### src/rtl/cpu_controller_if.sv
// Decode bus between the 19-bit datapath and cpu_controller.
// master: datapath side (drives the instruction); slave: controller side.
interface cpu_controller_if;
  logic [18:0] allBits;
  logic [1:0]  selectToWrite;
  logic        selectR2;
  logic        selectAluArg;
  logic [2:0]  ALUfunction;
  logic [1:0]  sh_roFunction;
  logic        STM;
  logic        LDM;
  logic        enablePC;
  logic        enableZero;
  logic        enableCarry;
  logic        memRead;

  modport master (
    output allBits,
    input  selectToWrite, selectR2, selectAluArg,
    input  ALUfunction, sh_roFunction,
    input  STM, LDM, enablePC,
    input  enableZero, enableCarry, memRead
  );

  modport slave (
    input  allBits,
    output selectToWrite, selectR2, selectAluArg,
    output ALUfunction, sh_roFunction,
    output STM, LDM, enablePC,
    output enableZero, enableCarry, memRead
  );
endinterface

### src/rtl/cpu_controller.sv
// Combinational instruction decode gated by a clocked run/halt state.
// Optional HALT_EN: 19'h7FFFF halts the core until rst.
module cpu_controller (
  input  logic             clk,
  input  logic             rst,
  cpu_controller_if.slave  bus
);

`ifdef HALT_EN
  typedef enum logic [1:0] {
    ST_IDLE,
    ST_RUN,
    ST_HALT
  } state_t;
`else
  typedef enum logic {
    ST_IDLE,
    ST_RUN
  } state_t;
`endif

  state_t r_state;

  logic [18:0] w_insn;
  logic        w_run;
  logic        w_is_alu;
  logic        w_is_mem;
  logic        w_is_sh;
  logic        w_halt_insn;
  logic        w_unused;

  logic [1:0]  w_sel_wr;
  logic        w_sel_r2;
  logic        w_sel_arg;
  logic [2:0]  w_alu_fn;
  logic [1:0]  w_sh_fn;
  logic        w_stm;
  logic        w_ldm;
  logic        w_en_pc;
  logic        w_en_z;
  logic        w_en_c;
  logic        w_mem_rd;

  assign w_insn   = bus.allBits;
  assign w_is_alu = ~w_insn[18];
  assign w_is_mem = (w_insn[18:15] == 4'b1000);
  assign w_is_sh  = (w_insn[18:16] == 3'b110);
  assign w_unused = ^w_insn[13:0];

`ifdef HALT_EN
  assign w_halt_insn = (w_insn == 19'h7FFFF);
`else
  assign w_halt_insn = 1'b0;
`endif

  always_ff @(posedge clk or posedge rst) begin
    if (rst) begin
      r_state <= ST_IDLE;
    end else begin
      unique case (r_state)
        ST_IDLE: r_state <= ST_RUN;
`ifdef HALT_EN
        ST_RUN:  if (w_halt_insn) r_state <= ST_HALT;
        ST_HALT: r_state <= ST_HALT;
`else
        ST_RUN:  r_state <= ST_RUN;
`endif
        default: r_state <= ST_IDLE;
      endcase
    end
  end

  assign w_run = (r_state == ST_RUN) & ~rst;

  always_comb begin
    w_sel_wr  = 2'b00;
    w_sel_r2  = 1'b0;
    w_sel_arg = 1'b0;
    w_alu_fn  = 3'b000;
    w_sh_fn   = 2'b00;
    w_stm     = 1'b0;
    w_ldm     = 1'b0;
    w_en_pc   = ~w_halt_insn;
    w_en_z    = 1'b0;
    w_en_c    = 1'b0;
    w_mem_rd  = 1'b0;
    unique case (1'b1)
      w_is_alu: begin
        w_alu_fn  = w_insn[16:14];
        w_sel_arg = w_insn[17];
        w_ldm     = 1'b1;
        w_en_z    = 1'b1;
        // only the add/sub family produces a carry
        w_en_c    = ~w_insn[16];
      end
      w_is_mem: begin
        w_sel_arg = 1'b1;
        if (w_insn[14]) begin
          w_stm    = 1'b1;
          w_sel_r2 = 1'b1;
        end else begin
          w_mem_rd = 1'b1;
          w_ldm    = 1'b1;
          w_sel_wr = 2'b10;
        end
      end
      w_is_sh: begin
        w_sh_fn  = w_insn[15:14];
        w_sel_wr = 2'b01;
        w_ldm    = 1'b1;
        w_en_z   = 1'b1;
      end
      default: ;
    endcase
  end

  assign bus.selectToWrite = w_run ? w_sel_wr : 2'b00;
  assign bus.selectR2      = w_run & w_sel_r2;
  assign bus.selectAluArg  = w_run & w_sel_arg;
  assign bus.ALUfunction   = w_run ? w_alu_fn : 3'b000;
  assign bus.sh_roFunction = w_run ? w_sh_fn : 2'b00;
  assign bus.STM           = w_run & w_stm;
  assign bus.LDM           = w_run & w_ldm;
  assign bus.enablePC      = w_run & w_en_pc;
  assign bus.enableZero    = w_run & w_en_z;
  assign bus.enableCarry   = w_run & w_en_c;
  assign bus.memRead       = w_run & w_mem_rd;

endmodule

### src/flat_wrapper.sv
// flat-port wrapper written by rule: the top's interface ports become plain ports
module cpu_controller_flat 
  (clk, rst, bus_allBits, bus_selectToWrite, bus_selectR2, bus_selectAluArg, bus_ALUfunction, bus_sh_roFunction, bus_STM, bus_LDM, bus_enablePC, bus_enableZero, bus_enableCarry, bus_memRead);
  cpu_controller_if bus_i ();
  input  logic clk;
  input  logic rst;
  input wire logic [$bits(bus_i.allBits)-1:0] bus_allBits;
  output wire logic [$bits(bus_i.selectToWrite)-1:0] bus_selectToWrite;
  output wire logic [$bits(bus_i.selectR2)-1:0] bus_selectR2;
  output wire logic [$bits(bus_i.selectAluArg)-1:0] bus_selectAluArg;
  output wire logic [$bits(bus_i.ALUfunction)-1:0] bus_ALUfunction;
  output wire logic [$bits(bus_i.sh_roFunction)-1:0] bus_sh_roFunction;
  output wire logic [$bits(bus_i.STM)-1:0] bus_STM;
  output wire logic [$bits(bus_i.LDM)-1:0] bus_LDM;
  output wire logic [$bits(bus_i.enablePC)-1:0] bus_enablePC;
  output wire logic [$bits(bus_i.enableZero)-1:0] bus_enableZero;
  output wire logic [$bits(bus_i.enableCarry)-1:0] bus_enableCarry;
  output wire logic [$bits(bus_i.memRead)-1:0] bus_memRead;
  assign bus_i.allBits = bus_allBits;
  assign bus_selectToWrite = bus_i.selectToWrite;
  assign bus_selectR2 = bus_i.selectR2;
  assign bus_selectAluArg = bus_i.selectAluArg;
  assign bus_ALUfunction = bus_i.ALUfunction;
  assign bus_sh_roFunction = bus_i.sh_roFunction;
  assign bus_STM = bus_i.STM;
  assign bus_LDM = bus_i.LDM;
  assign bus_enablePC = bus_i.enablePC;
  assign bus_enableZero = bus_i.enableZero;
  assign bus_enableCarry = bus_i.enableCarry;
  assign bus_memRead = bus_i.memRead;
  cpu_controller u_core (.clk(clk), .rst(rst), .bus(bus_i));
endmodule
### config.mk
export PLATFORM = sky130hd
export DESIGN_NAME = cpu_controller_flat
export DESIGN_NICKNAME = d
export VERILOG_FILES = /design/src/rtl/cpu_controller_if.sv /design/src/rtl/cpu_controller.sv /design/src/flat_wrapper.sv
export SDC_FILE = /design/constraint.sdc
export NUM_CORES = 1
export LEC_CHECK = 0
export BUFFER_PORTS_ARGS = -buffer_cell sky130_fd_sc_hd__clkbuf_2
export CORE_AREA = 2 2 39 41
export DETAILED_ROUTE_END_ITERATION = 8
export DIE_AREA = 0 0 41 43
export SLEW_MARGIN = 20
export SYNTH_ARGS = -nofsm -noshare
export SYNTH_HDL_FRONTEND = slang
export SYNTH_SLANG_ARGS = --single-unit
### constraint.sdc
create_clock -name clk -period 1.4 [get_ports clk]
set_clock_uncertainty 0.1 [all_clocks]
set_input_delay 0.14 -clock clk [delete_from_list [all_inputs] [get_ports clk]]
set_output_delay 0.14 -clock clk [all_outputs]
set_load 0.005 [all_outputs]
# --- Yosys cells after proc, flatten, opt, wreduce, memory -nomap -nowiden ---
# Index checks and enable logic that the tools add are counted.
classes:
  n_bitwise: 10
  muxes: 15
  n_eq_ne: 2
  reduce_logical: 1
op_table:
  columns: ["operator", "count"]
  rows:
  - ["2-bit 2-to-1 mux", 4]
  - ["1-bit AND", 7]
  - ["1-bit 2-to-1 mux", 6]
  - ["3-bit 2-to-1 mux", 2]
  - ["4-bit == test, second input constant", 1]
  - ["1-bit case mux with 2 select lines", 2]
  - ["2-bit case mux with 2 select lines", 1]
  - ["3-bit == test, second input constant", 1]
  - ["1-bit NOT", 3]
  - ["2-bit OR reduction", 1]
word_totals:
  out_inout_bits: 15
  in_bits: 21
  register_bits: 1

# --- Logic depth before layout (Yosys ltp) ---
depth:
  ltp_word: 4
  ltp_mapped: 3
  ltp_nobuf: 2

# --- Least setup slack after synthesis ---
# No wires, ideal clock.
synth_timing:
  path_type: "register -> output"
  start: "register u_core.r_state"
  end: "output port bus_selectR2"
  arrival_ns: 0.961
  n_path_buf: 1
  path_stages_with_launch: 4
  setup_slack_ns: 0.199
  cell_sequence: "dfrtp_1 > nor3b_4 > and4_1 > buf_4"
synth_between:
  elab_chain_cells: 2
synth_lines:
  columns: ["element", "line", "text"]
  rows:
  - ["start, declared", "cpu_controller.sv:22", "state_t r_state;"]
  - ["start signal, assigned", "cpu_controller.sv:58", "r_state <= ST_IDLE;"]
  - ["start signal, assigned", "cpu_controller.sv:61", "ST_IDLE: r_state <= ST_RUN;"]
  - ["start signal, assigned", "cpu_controller.sv:66", "ST_RUN: r_state <= ST_RUN;"]
  - ["1-bit AND", "cpu_controller.sv:73", "assign w_run = (r_state == ST_RUN) & ~rst;"]
  - ["1-bit AND", null, null]
  - ["end, declared", "flat_wrapper.sv:9", "output wire logic [$bits(bus_i.selectR2)-1:0] bus_selectR2;"]
# Every way passes these cells.

# --- Worst setup path after layout ---
layout_timing:
  start: "register u_core.r_state"
  end: "output port bus_selectR2"
layout_between:
  elab_chain_cells: 2
layout_lines:
  columns: ["element", "line", "text"]
  rows:
  - ["1-bit AND", "cpu_controller.sv:73", null]
  - ["1-bit AND", "cpu_controller.sv:118", "assign bus.selectR2 = w_run & w_sel_r2;"]
# Every way passes these cells.

==> results.txt <==
Critical Path Start Type -> register
Final worst-path cycle share -> 91.5%
Detailed Routing Iterations Pass 1 -> 2
Per-cell routed wire length -> 9.17 um
Rows -> 14
Most common cell after layout, fill and taps aside -> clkbuf_2
Simple-gate share of the synthesized area -> 62.8%
Final Util -> 23.3%
Grt ovf -> 0
Met2 Resource Use GR -> 10.6%
Post-synthesis sequential area ratio -> 12.8%
Met3 global-route usage -> 0%
Tmin final -> 1.28 ns
Die height -> 43 um
Status -> complete, no violations
Largest net degree at the start of global routing -> 10
Vias in the first global route -> 208
Max FO, Critical Path -> 9
Core region area -> 1380 um2
Share of layout cells above drive strength 1 -> 55.8%
Antenna-violating nets left -> 0
Fin Setup TNS -> 0 ns
Met1 Track Usage GR -> 9.58%
Most frequent cells in the layout -> clkbuf_2, and2_1, and4_1
Vias after detailed routing -> 242
Crit Path Category -> register to primary output
DRT iter0 DRCs -> 2
IO Count -> 36
Post-Route WL -> 541 um
P&R area growth vs syn -> 65.4%
DRC violations left -> 0
Ys Warns -> 0
Die width -> 41 um
Regs by FF count -> u_core.r_state x1
Post-synthesis xor/xnor area fraction -> 0%
Unrepaired setup endpoints after global routing -> no
Maximum vdd drop -> 0.000165 V
Max Cap Viol -> 0
Slew Limit Fails -> 0
FMAX -> 780 MHz
Synth Area in Compound Gates -> 16.7%
Worst min path class -> input port to asynchronous set/reset pin
Setup Buffers After CTS -> 0
Initial Util -> 14.1%
Largest register FFs -> 1
Cells after DPL -> 58
Largest family of logic cells by synthesized area -> simple AND/OR/NAND/NOR gates
DP HPWL -> 458 um
CTS clock-pin slew for the worst setup and hold paths -> 0 ns
Leakage power -> 0.202 nW
Crit path capture type -> primary output
Top reg by flops -> u_core.r_state
GRT Util Overall -> 6.41%
Endpoints failing hold -> 0
Mux contribution to synthesized area -> 0%
First-pass GRT wire length -> 855 um
Final setup violation count -> 0
Vias/cell -> 4.10
Gr busiest metal -> met2
Syn_area_per_cell -> 8.87 um2
N_diodes -> 0
Area of the mapped netlist -> 195 um2
PwrDens -> 263 nW/um2
Post-route non-filler standard cell count -> 59
Post-Syn Nets -> 43
Antenna violations before repair -> 0
Die Area -> 1760 um2
# port buffers -> 21
Synth unique cells -> 16
Final Wtd Congestion -> 0.573
Post-synthesis adder-cell area fraction -> 0%
Post-Synthesis Cells -> 22
Crit path DAT -> 1.04 ns
Seq cells post-synth -> 1
Worst EP required -> 1.16 ns
Final #Nets -> 66
==> worst max path at each step <==
| stage | from | end | slack, ns | cells after the start |
|---|---|---|---|---|
| 6_report | u_core.r_state$_DFF_PP0_ | bus_selectR2 | 0.12 | 3 |
| 5_1_grt | u_core.r_state$_DFF_PP0_ | bus_selectR2 | 0.01 | 3 |
| 4_1_cts | u_core.r_state$_DFF_PP0_ | bus_STM | 0.11 | 3 |
| 3_5_place_dp | u_core.r_state$_DFF_PP0_ | bus_STM | 0.12 | 3 |
| 3_3_place_gp | u_core.r_state$_DFF_PP0_ | bus_selectAluArg | 0.13 | 3 |
| 2_1_floorplan | u_core.r_state$_DFF_PP0_ | bus_selectR2 | 0.20 | 3 |
==> kinds of logic (layout without fill, tap and decap cells) <==
family / count (synthesis) / in the layout
and+or+nand+nor: 14 / 14
buffers and inverters: 2 / 23
AOI/OAI and AO/OA: 4 / 4
other: 1 / 1
DFF: 1 / 1
==> area by class of cell <==
class,count,area (um2)
sequential,1,25.0
timing repair buffer,22,115
fill,153,1060
inverter,1,3.75
tap,16,20.0
multi-input combinational,19,159
==> cell usage after synthesis (all sizes together) <==
library cell	instances	area [um2]
buf	1	7.51
and3	1	6.26
and4	3	26.3
a21o	2	15.0
dfrtp	1	25.0
nor3b	2	31.3
and2	3	18.8
and4b	2	20.0
conb	1	3.75
o21bai	1	7.51
and2b	2	16.3
nor2	1	3.75
inv	1	3.75
a32o	1	10.0
==> through the flow <==
step	instance area [um2]	hold slack (ns)	total power [mW]	worst slack [ns]
4_1_cts	323	0.475	0.0861	0.115
5_1_grt	323	0.510	0.0922	0.0134
2_1_floorplan	195	-0.231	0.0534	0.199
6_report	323	0.480	0.0850	0.119
3_5_place_dp	313	-0.0749	0.0838	0.120
3_3_place_gp	313	-0.0777	0.0833	0.127
==> per-layer routing <==
layer / vias to the layer above / part of all wire [%]
met1: 104 / 42
li1: 124 / -
met4: 0 / 0
met2: 14 / 48
met5: - / 0
met3: 0 / 10
==> worst max-delay path, cell delays in order, from the launching register on <==
cell,delay (ns)
dfrtp_1,0.33
nor3b_4,0.33
and4_1,0.27
clkbuf_2,0.12
==> power breakdown <==
group	switching (mW)	internal (mW)
clock	0	0
sequential	0.000858	0.0309
combinational	0.0262	0.0270
==> repair_timing <==
item	CTS	global route
hold buffers	1	0
setup endpoints to repair	0	0
hold endpoints to repair	1	0
gates resized for setup	0	0
(Power assumes the default switching activity.)
